`src/rtl/uart_tx_sched.sv`:
```
// Round-robin share of one UART TX line between two byte requesters; 8N1, or 8E1 with UART_TX_PARITY_EN.
// Grant is combinational in IDLE, tx is registered (start bit from grant+1); requests wait while busy.
`timescale 1ns/1ps
module uart_tx_sched #(
    parameter int DATA_W        = 8,
    parameter int TICKS_PER_BIT = 1
) (
    input  logic              clk,
    input  logic              reset,
    input  logic              tick,
    input  logic              req0,
    input  logic [DATA_W-1:0] data0,
    input  logic              req1,
    input  logic [DATA_W-1:0] data1,
    output logic              gnt0,
    output logic              gnt1,
    output logic              tx,
    output logic              busy,
    output logic              done,
    output logic              owner
);
    localparam int CNT_W = $clog2(TICKS_PER_BIT) + 1;
    localparam int IDX_W = (DATA_W > 1) ? $clog2(DATA_W) : 1;
    localparam logic [CNT_W-1:0] CNT_LAST = CNT_W'(TICKS_PER_BIT - 1);
    localparam logic [IDX_W-1:0] IDX_LAST = IDX_W'(DATA_W - 1);

    typedef enum logic [2:0] {
        S_IDLE,
        S_START,
        S_DATA,
`ifdef UART_TX_PARITY_EN
        S_PARITY,
`endif
        S_STOP
    } state_t;

    state_t            state_q, state_d;
    logic [CNT_W-1:0]  cnt_q, cnt_d;
    logic [IDX_W-1:0]  idx_q, idx_d;
    logic [DATA_W-1:0] shift_q, shift_d;
    logic              owner_q, owner_d;
    logic              last_q, last_d;
    logic              tx_q, tx_d;
    logic              busy_q, busy_d;
    logic              bit_end;
`ifdef UART_TX_PARITY_EN
    logic              par_q, par_d;
`endif

    assign bit_end = tick && (cnt_q == CNT_LAST);

    always_comb begin
        state_d = state_q;
        cnt_d   = cnt_q;
        idx_d   = idx_q;
        shift_d = shift_q;
        owner_d = owner_q;
        last_d  = last_q;
        tx_d    = tx_q;
        gnt0    = 1'b0;
        gnt1    = 1'b0;
        done    = 1'b0;
`ifdef UART_TX_PARITY_EN
        par_d   = par_q;
`endif
        // Every state change coincides with a wrap, so the wrap doubles as the clear.
        if (state_q != S_IDLE && tick)
            cnt_d = bit_end ? '0 : cnt_q + CNT_W'(1);

        case (state_q)
            S_IDLE: begin
                // No grant while reset is held, so requesters never see a phantom handshake.
                if (reset && (req0 || req1)) begin
                    if (req0 && (!req1 || last_q)) begin
                        gnt0    = 1'b1;
                        shift_d = data0;
                        owner_d = 1'b0;
                    end else begin
                        gnt1    = 1'b1;
                        shift_d = data1;
                        owner_d = 1'b1;
                    end
`ifdef UART_TX_PARITY_EN
                    par_d   = ^shift_d;
`endif
                    cnt_d   = '0;
                    tx_d    = 1'b0;
                    state_d = S_START;
                end
            end
            S_START: if (bit_end) begin
                idx_d   = '0;
                tx_d    = shift_q[0];
                state_d = S_DATA;
            end
            S_DATA: if (bit_end) begin
                shift_d = shift_q >> 1;
                if (idx_q == IDX_LAST) begin
`ifdef UART_TX_PARITY_EN
                    tx_d    = par_q;
                    state_d = S_PARITY;
`else
                    tx_d    = 1'b1;
                    state_d = S_STOP;
`endif
                end else begin
                    idx_d = idx_q + IDX_W'(1);
                    tx_d  = shift_d[0];
                end
            end
`ifdef UART_TX_PARITY_EN
            S_PARITY: if (bit_end) begin
                tx_d    = 1'b1;
                state_d = S_STOP;
            end
`endif
            S_STOP: if (bit_end) begin
                done    = 1'b1;
                last_d  = owner_q;
                tx_d    = 1'b1;
                state_d = S_IDLE;
            end
            default: begin
                tx_d    = 1'b1;
                state_d = S_IDLE;
            end
        endcase

        busy_d = (state_d != S_IDLE);
    end

    always_ff @(posedge clk or negedge reset) begin
        if (!reset) begin
            state_q <= S_IDLE;
            cnt_q   <= '0;
            idx_q   <= '0;
            shift_q <= '0;
            owner_q <= 1'b0;
            last_q  <= 1'b1;
            tx_q    <= 1'b1;
            busy_q  <= 1'b0;
`ifdef UART_TX_PARITY_EN
            par_q   <= 1'b0;
`endif
        end else begin
            state_q <= state_d;
            cnt_q   <= cnt_d;
            idx_q   <= idx_d;
            shift_q <= shift_d;
            owner_q <= owner_d;
            last_q  <= last_d;
            tx_q    <= tx_d;
            busy_q  <= busy_d;
`ifdef UART_TX_PARITY_EN
            par_q   <= par_d;
`endif
        end
    end

    assign tx    = tx_q;
    assign busy  = busy_q;
    assign owner = owner_q;

endmodule

```
`config.mk`:
```
export PLATFORM = sky130hd
export DESIGN_NAME = uart_tx_sched
export DESIGN_NICKNAME = d
export VERILOG_FILES = /design/src/rtl/uart_tx_sched.sv
export SDC_FILE = /design/constraint.sdc
export NUM_CORES = 1
export LEC_CHECK = 0
export CORE_MARGIN = 5
export CORE_UTILIZATION = 48
export DETAILED_ROUTE_END_ITERATION = 16
export HOLD_SLACK_MARGIN = 0.02
export PLACE_DENSITY = 0.76
export SLEW_MARGIN = 20
export SYNTH_ARGS = -nofsm -noshare
export SYNTH_HDL_FRONTEND = slang
export SYNTH_SLANG_ARGS = --single-unit
```
`constraint.sdc`:
```
create_clock -name clk -period 2.2 [get_ports clk]
set_clock_uncertainty 0.2 [all_clocks]
set_input_delay 0.22 -clock clk [delete_from_list [all_inputs] [get_ports clk]]
set_output_delay 0.22 -clock clk [all_outputs]
set_load 0.1 [all_outputs]
```
---- Word level (Yosys, flattened, before mapping) ----
Index checks and enable logic that the tools add are counted.
word-level totals
  flip-flop bits (word level) ............. 19
  bits in latches ......................... 0
  RAM bits ................................ 0
  ROM bits ................................ 0
  input port bits ......................... 21
  output and inout bits ................... 6
  logic and storage cells ................. 69
  memories kept ........................... 0
operators by class
  add/sub/neg operators ................... 2
  $mul .................................... 0
  divide/modulo/power cells ............... 0
  order comparisons ....................... 0
  equality and inequality tests ........... 9
  shifts and indexed selects .............. 0
  mux-type cells .......................... 32
  bitwise logic cells ..................... 1
  reductions and logical operators ........ 17
operators by type and width
  cell                 count
  $mux 3               8
  $mux 8               3
  $mux 1               17
  $pmux 8 s2           1
  $pmux 3 s4           1
  $ne 2x2->1 const B   5
  $reduce_and 4->1     2
  $eq 3x2->1 const B   2
  $pmux 3 s2           1
  $reduce_bool 3->1    2
  $logic_and 1x1->1    4
  $pmux 1 s4           1
  $reduce_and 2->1     2
  $reduce_bool 2->1    2
  $add 3x1->3 const B  1
  $eq 3x1->1 const B   1
  $eq 3x3->1 const B   1
  $logic_not 3->1      1
  $reduce_and 3->1     1
  $logic_or 1x1->1     2
  $add 1x1->1 const B  1
  $logic_not 1->1      1
  $not 1->1            1

---- Depth between registers and ports, before layout ----
Gate-level depths: netlist (run 1).
  depth after elaboration ................. 6
  mapped depth ............................ 6
  gate-level depth less buffers ........... 6

---- Least setup slack after synthesis (run 1) ----
OpenSTA, ideal clock, no wires.
  kind .................................... register -> register
  start ................................... register state_q[1]
  end ..................................... register owner_q, in the netlist owner
  library setup time ...................... 0.191 ns
  arrival time ............................ 2.539 ns
  data required time ...................... 1.809 ns
  setup slack ............................. -0.730 ns
  stages on the path, launching flop included .. 6
  path buffers ............................ 1
  clock period less this slack ............ 2.930 ns
  cell sequence ........................... dfrtp_1 -> buf_6 -> or2_4 -> or3_4 -> nor2_1 -> nor2_1
between the ends
  cells in the longest elaborated chain, start to end .. 2
RTL lines
  element                     line  source
  start: declaration          37    state_t state_q, state_d;
  start signal: assignment    146   state_q <= state_d;
  $logic_not 3->1             70    case (state_q)
  $reduce_and 2->1 (no line)  -
  end signal: assignment      150   owner_q <= owner_d;
  end: declaration            41    logic owner_q, owner_d;
No other way between the ends.
A chain may end at the register's enable or synchronous reset.

---- Worst setup path in the final report (run 1) ----
  start ................................... register state_q[1]
  end ..................................... output gnt0
between the ends
  cells in the longest elaborated chain, start to end .. 2
RTL lines
  element           line  source
  $logic_not 3->1   70
  $mux 1            70
  end: declaration  15    output logic gnt0,
No other way between the ends.

==> results of run 1 <==
[logic make-up after synthesis]
| group | Yosys count | share of synthesized area (%) |
|---|---|---|
| AO/OA/AOI/OAI | 21 | 18.4 |
| XOR/XNOR | 1 | 0.819 |
| adder cells (fa/ha/maj) | 2 | 2.34 |
| buffers and inverters | 13 | 7.02 |
| flip-flops | 19 | 44.7 |
| multiplexers | 10 | 9.59 |
| other | 1 | 0.351 |
| AND/OR/NAND/NOR | 32 | 16.8 |
[per-stage QoR]
| stage | setup WS [ns] | hold slack [ns] | power (W) | util (%) |
|---|---|---|---|---|
| floorplan | 0.0181 | -0.276 | 0.000708 | - |
| global placement | 0.197 | 0.284 | 0.000803 | 65.0 |
| detailed placement | 0.164 | 0.280 | 0.000814 | 65.0 |
| CTS | 0.0174 | 0.124 | 0.000990 | 66.3 |
| global route | 0.0115 | 0.143 | 0.00105 | 66.6 |
| finish | 0.102 | 0.134 | 0.000979 | 66.6 |
[state kept, by name (all words and copies together) (netlist names)]
register and flops:
last_q 1, owner 1, state_q 3, tx 1
cnt_q 1, idx_q 3, shift_q 8, busy 1
[Yosys cell counts (all sizes together)]
library cell / instances
dfstp: 2
nor3: 2
nand2: 2
mux2i: 8
a22o: 2
and3: 3
o2bb2ai: 1
nand3: 2
inv: 8
nor2: 15
mux2: 2
a221oi: 8
or2: 1
o31ai: 2
xor2: 1
clkbuf: 1
conb: 1
and2: 2
ha: 2
or3: 2
nand3b: 1
o21ai: 5
a21oi: 2
nand2b: 1
buf: 4
and2b: 1
dfrtp: 17
a31oi: 1
[final cells by class]
cell class	instances	area (µm²)	share of cell area [%]
Clock inverter	1	5.00	0.346
Sequential cell	19	478	33.1
Timing Repair Buffer	33	348	24.1
Clock buffer	3	22.5	1.56
Inverter	8	30.0	2.08
Multi-Input combinational cell	67	527	36.5
Tap cell	28	35.0	2.42
[path summary, 6_finish.rpt]
| kind | to | slack (ns) |
|---|---|---|
| hold reg to reg | shift_q[7]$_DFFE_PN0P_ | 0.31 |
| hold / removal | cnt_q$_DFF_PN0_ | 0.13 |
| min in group clk | shift_q[7]$_DFFE_PN0P_ | 0.31 |
| max in group asynchronous | last_q$_DFFE_PN1P_ | 1.39 |
| setup reg to reg | shift_q[2]$_DFFE_PN0P_ | 0.38 |
| setup / recovery | gnt0 | 0.10 |
[timing repair]
item                                   4_1_cts  5_1_grt
setup endpoints to repair                    0        1
endpoints found under the hold margin        0        0
buffers inserted                             0        1
gates resized for setup                      0        0
[layer usage]
layer  wire length, µm  global-route usage, %  part of all wire, %  vias up
met5                 0                      0                    0        -
met4                19                   3.97                 0.83        0
met3                82                   3.39                  3.6        2
met2              1210                   28.5                   53       13
met1               974                   19.7                   43      406
li1                  -                      -                    -      419
[worst reg2reg max path: stages (launching register included)]
cell and delay (ns):
dfrtp_1 0.40, or2_4 0.28, or3_4 0.38, and2_4 0.21, a221oi_2 0.27
[power by group through the flow]
stage | sequential, W | combinational [W] | clock, W
detailed placement | 0.000465 | 0.000349 | 0
finish | 0.000457 | 0.000348 | 0.000174
floorplan | 0.000525 | 0.000183 | 0
CTS | 0.000458 | 0.000350 | 0.000182
global route | 0.000467 | 0.000377 | 0.000201
global placement | 0.000464 | 0.000340 | 0
==> results.sh, run 1 <==
export IMPL_floorplan_initialDensity_pct=49.3
export IMPL_grt_pass1_wl_um=4180
export IMPL_leakage_nw=0.676
export IMPL_syn_nets=122
export IMPL_required_ns=1.78
export IMPL_ctsHtreeMaxLevel=1
export IMPL_ff2ff_path_depth=4
export IMPL_dp_cells=154
export IMPL_tritoncts="yes"
export IMPL_row_count=17
export IMPL_core_area_um2=2170
export IMPL_viasPerCell=5.28
export IMPL_cts_buffers=3
export IMPL_grt_ovfl_total=0
export IMPL_mostFrequentLayoutCells="clkdlybuf4s50_1, dfrtp_1, nor2_1"
export IMPL_rr_startpoint="state_q[1]$_DFF_PN0_"
export IMPL_drt_pass1_iter_count=4
export IMPL_drtAntennaViolNets=0
export IMPL_layout_commonest_cell="clkdlybuf4s50_1"
export IMPL_die_w_um=57.2
export IMPL_slowest_stage="dfrtp_1"
export IMPL_clockRootBuffer="clkbuf_4"
export IMPL_crit_fanout=6
export IMPL_antenna_cells=0
export IMPL_sw_frac_of_total_pct=34.3
export IMPL_pwr_share_seq_pct=46.7
export IMPL_placed_area_um2=1410
export IMPL_die_h_um=57.2
export IMPL_slew_violations=0
export IMPL_die_area_um2=3270
export IMPL_synth_cell_type_count=34
export IMPL_wl_per_cell_um=14.4
export IMPL_n_fill_cell=179
export IMPL_outcome="complete, no violations"
export IMPL_cp_end_kind="primary output"
export IMPL_path_depth=4
export IMPL_pwr_share_clk_pct=17.8
export IMPL_dp_hpwl_um=1770
export IMPL_ctsHoldBuffers=0
export IMPL_cts_sinks=19
export IMPL_p_switching_w=0.000336
export IMPL_drcViolationCount=0
export IMPL_cp_start_kind="flop"
export IMPL_track_usage_pct=16.1
export IMPL_finalCriticalPeriod_ns=2.10
export IMPL_hold_path_class="input pin to asynchronous set/reset pin"
export IMPL_cp_cell_sequence="or2_4, or3_4, nor2_4, buf_12"
export IMPL_stdcell_count=159
export IMPL_drt_iter0_drc=11
export IMPL_antenna_found_initial=0
export IMPL_crit_start="state_q[1]$_DFF_PN0_"
export IMPL_crit_buf_inv=1
export IMPL_crit_arrival_ns=1.68
export IMPL_totalWireLength_um=2290
export IMPL_syn_cell_area_um2=1070
export IMPL_max_freq_mhz=477
export IMPL_gp_congestion=0.843
export IMPL_yosysTopAreaCell="dfrtp_1"
export IMPL_setup_viol=0
export IMPL_crit_family="simple AND/OR/NAND/NOR gates"
export IMPL_cap_violations=0
export IMPL_synth_top_area_share_pct=39.8
export IMPL_area_growth_synth_to_final_pct=35.1
export IMPL_fin_area_um2=1450
export IMPL_power_per_cell_area_nw_per_um2=678
export IMPL_cpPeakStageDelay_ns=0.40
export IMPL_grt_max_degree=20
export IMPL_pwr_share_comb_pct=35.5
export IMPL_crit_type="flop to primary output"
export IMPL_final_setup_tns_ns=0
export IMPL_insertion_delay_ns=0.29
export IMPL_internal_power_w=0.000643
export IMPL_avgSynthCellArea_um2=10.8
export IMPL_port_buffers=26
export IMPL_io_pins=27
export IMPL_fin_nets=155
export IMPL_post_route_period_util_pct=95.4
export IMPL_final_hold_viol_count=0
export IMPL_ys_warn_count=0
export IMPL_cts_buffer_depth=2
export IMPL_layout_drive_gt1_share_pct=29.8
export IMPL_rsz0062_at_grt="false"
export IMPL_vdd_drop_max_v=0.000571
export IMPL_clk_pin_slew_ns=0.11
export IMPL_vias=840
export IMPL_yosysSeqAreaShare_pct=44.7
export IMPL_ys_seq_elements=19
export IMPL_grt_pass1_vias=876
export IMPL_synth_area_top_cells="dfrtp_1, a221oi_2, mux2i_1, nor2_1, dfstp_2"
export IMPL_synth_cells=99
(Power assumes the default switching activity.)
==> run 2, diff against run 1 <==
--- a/config.mk
+++ b/config.mk
@@ -6,10 +6,10 @@
 export NUM_CORES = 1
 export LEC_CHECK = 0
 export CORE_MARGIN = 5
-export CORE_UTILIZATION = 48
+export CORE_UTILIZATION = 40
 export DETAILED_ROUTE_END_ITERATION = 16
 export HOLD_SLACK_MARGIN = 0.02
-export PLACE_DENSITY = 0.76
+export PLACE_DENSITY = 0.65
 export SLEW_MARGIN = 20
 export SYNTH_ARGS = -nofsm -noshare
 export SYNTH_HDL_FRONTEND = slang
==> results.sh, run 2 (synthesis gave the netlist of run 1 again) <==
export IMPL_rsz0062_at_grt="false"
export IMPL_crit_buf_inv=1
export IMPL_rr_endpoint="shift_q[0]$_DFFE_PN0P_"
export IMPL_drcViolationCount=0
export IMPL_required_ns=1.78
export IMPL_wl_per_cell_um=14.8
export IMPL_antenna_found_initial=0
export IMPL_insertion_delay_ns=0.30
export IMPL_cap_violations=0
export IMPL_post_route_period_util_pct=95.4
export IMPL_drtAntennaViolNets=0
export IMPL_mostFrequentLayoutCells="clkdlybuf4s50_1, dfrtp_1, nor2_1"
export IMPL_crit_family="simple AND/OR/NAND/NOR gates"
export IMPL_grt_pass1_vias=877
export IMPL_setup_slack_ns=0.101
export IMPL_total_power_w=0.000980
export IMPL_cts_buffer_depth=2
export IMPL_leakage_nw=0.662
export IMPL_setup_viol=0
export IMPL_final_setup_tns_ns=0
export IMPL_track_usage_pct=14.3
export IMPL_hold_path_class="input pin to asynchronous set/reset pin"
export IMPL_ctsHtreeMaxLevel=1
export IMPL_crit_fanout=6
export IMPL_ff2ff_setup_slack_ns=0.36
export IMPL_antenna_cells=0
export IMPL_outcome="complete, no violations"
export IMPL_cp_cell_sequence="or2_4, or3_4, nor2_4, buf_12"
export IMPL_die_w_um=61.7
export IMPL_cp_end_kind="primary output"
export IMPL_drt_pass1_iter_count=4
export IMPL_cts_buffers=3
export IMPL_grt_max_degree=20
export IMPL_largestRegisters="shift_q: 8 flops, idx_q: 3 flops, state_q: 3 flops"
export IMPL_tritoncts="yes"
export IMPL_floorplan_initialDensity_pct=42.4
export IMPL_drt_iter0_drc=13
export IMPL_ff2ff_path_depth=4
export IMPL_die_area_um2=3810
export IMPL_clockRootBuffer="clkbuf_4"
export IMPL_cpPeakStageDelay_ns=0.40
export IMPL_dp_hpwl_um=1850
export IMPL_max_freq_mhz=476
export IMPL_pre_cts_ws_ns=0.167
export IMPL_largest_reg_flops=8
export IMPL_final_hold_viol_count=0
export IMPL_area_growth_synth_to_final_pct=33.3
export IMPL_cts_sinks=19
export IMPL_cp_start_kind="flop"
export IMPL_crit_type="flop to primary output"
export IMPL_power_per_cell_area_nw_per_um2=687
export IMPL_clk_pin_slew_ns=0.11
export IMPL_grt_ovfl_total=0
export IMPL_rr_startpoint="state_q[1]$_DFF_PN0_"
export IMPL_totalWireLength_um=2370
export IMPL_crit_arrival_ns=1.68
export IMPL_layout_commonest_cell="clkdlybuf4s50_1"
export IMPL_vias=861
export IMPL_layout_drive_gt1_share_pct=28.5
export IMPL_gp_congestion=0.799
export IMPL_viasPerCell=5.38
export IMPL_row_count=18
export IMPL_fin_nets=154
export IMPL_top_register="shift_q"
export IMPL_path_depth=4
export IMPL_vdd_drop_max_v=0.000455
export IMPL_core_area_um2=2520
export IMPL_slew_violations=0
export IMPL_die_h_um=61.7
export IMPL_cts_resized=0
export IMPL_port_buffers=26
export IMPL_finalCriticalPeriod_ns=2.10
export IMPL_io_pins=27
export IMPL_grt_pass1_wl_um=3940
export IMPL_slowest_stage="dfrtp_1"
==> run 2: changes by cell type in the layout (fill, tap and decap cells not counted) <==
cell      change
clkinv_2      -1
clkbuf_1      +1
buf_12        -1
==> run 2: area by class of cell <==
| class | instances | area, µm² |
|---|---|---|
| clock buffers | 4 | 26.3 |
| flip-flops and latches | 19 | 478 |
| fillers | 244 | 1100 |
| well taps | 30 | 37.5 |
| multi-input cells | 67 | 527 |
| repair buffers | 32 | 328 |
| inverters | 8 | 30.0 |
==> run 2: power by group <==
part / internal (W) / switching, W
logic: 0.000151 / 0.000191
clock network: 0.0000707 / 0.000109
registers: 0.000419 / 0.0000394
total: 0.000641 / 0.000340
==> run 2: metal layers <==
layer / track usage, % / vias to the layer above / share of wire, %
met3: 3.72 / 6 / 5.5
met2: 22.6 / 23 / 48
met1: 18.6 / 412 / 45
met4: 6.36 / 0 / 2.0
li1: - / 420 / -
met5: 0 / - / 0
==> run 2: timing repair <==
item | in CTS | in global routing
buffers inserted | 0 | 0
setup endpoints to repair | 0 | 1
hold buffers | 0 | 0
==> run 2: through the flow <==
stage                     utilization (%)  cells  hold WS, ns  instance area [µm²]
after floorplan                         -     99       -0.276                 1080
after global placement               55.5    156        0.287                 1400
after detailed placement             55.5    156        0.299                 1400
after CTS                            56.5    160       0.0978                 1430
after global routing                 56.5    160        0.121                 1430
final                                56.5    160       0.0837                 1430
==> run 2: worst max path at each step <==
stage / from / end / slack (ns)
5_1_grt: state_q[1]$_DFF_PN0_ / gnt0 / 0.02
2_1_floorplan: state_q[1]$_DFF_PN0_ / gnt1 / 0.02
3_5_place_dp: reset / shift_q[6]$_DFFE_PN0P_ / 0.17
3_3_place_gp: reset / shift_q[1]$_DFFE_PN0P_ / 0.24
4_1_cts: state_q[1]$_DFF_PN0_ / gnt0 / 0.02
6_report: state_q[1]$_DFF_PN0_ / gnt0 / 0.10
==> run 2: worst reg2reg max path, stage by stage (launching register included) <==
cell and delay, ns:
dfrtp_1 0.40, or2_4 0.28, or3_4 0.38, and2_4 0.21
a221oi_2 0.28
==> run 3, diff against run 2 <==
--- a/config.mk
+++ b/config.mk
@@ -7,6 +7,7 @@
 export LEC_CHECK = 0
 export CORE_MARGIN = 5
 export CORE_UTILIZATION = 40
+export CTS_CLUSTER_DIAMETER = 40
 export DETAILED_ROUTE_END_ITERATION = 16
 export HOLD_SLACK_MARGIN = 0.02
 export PLACE_DENSITY = 0.65
==> results of run 3 <==
The final DEF is identical to that of run 2; final timing and power are the same.
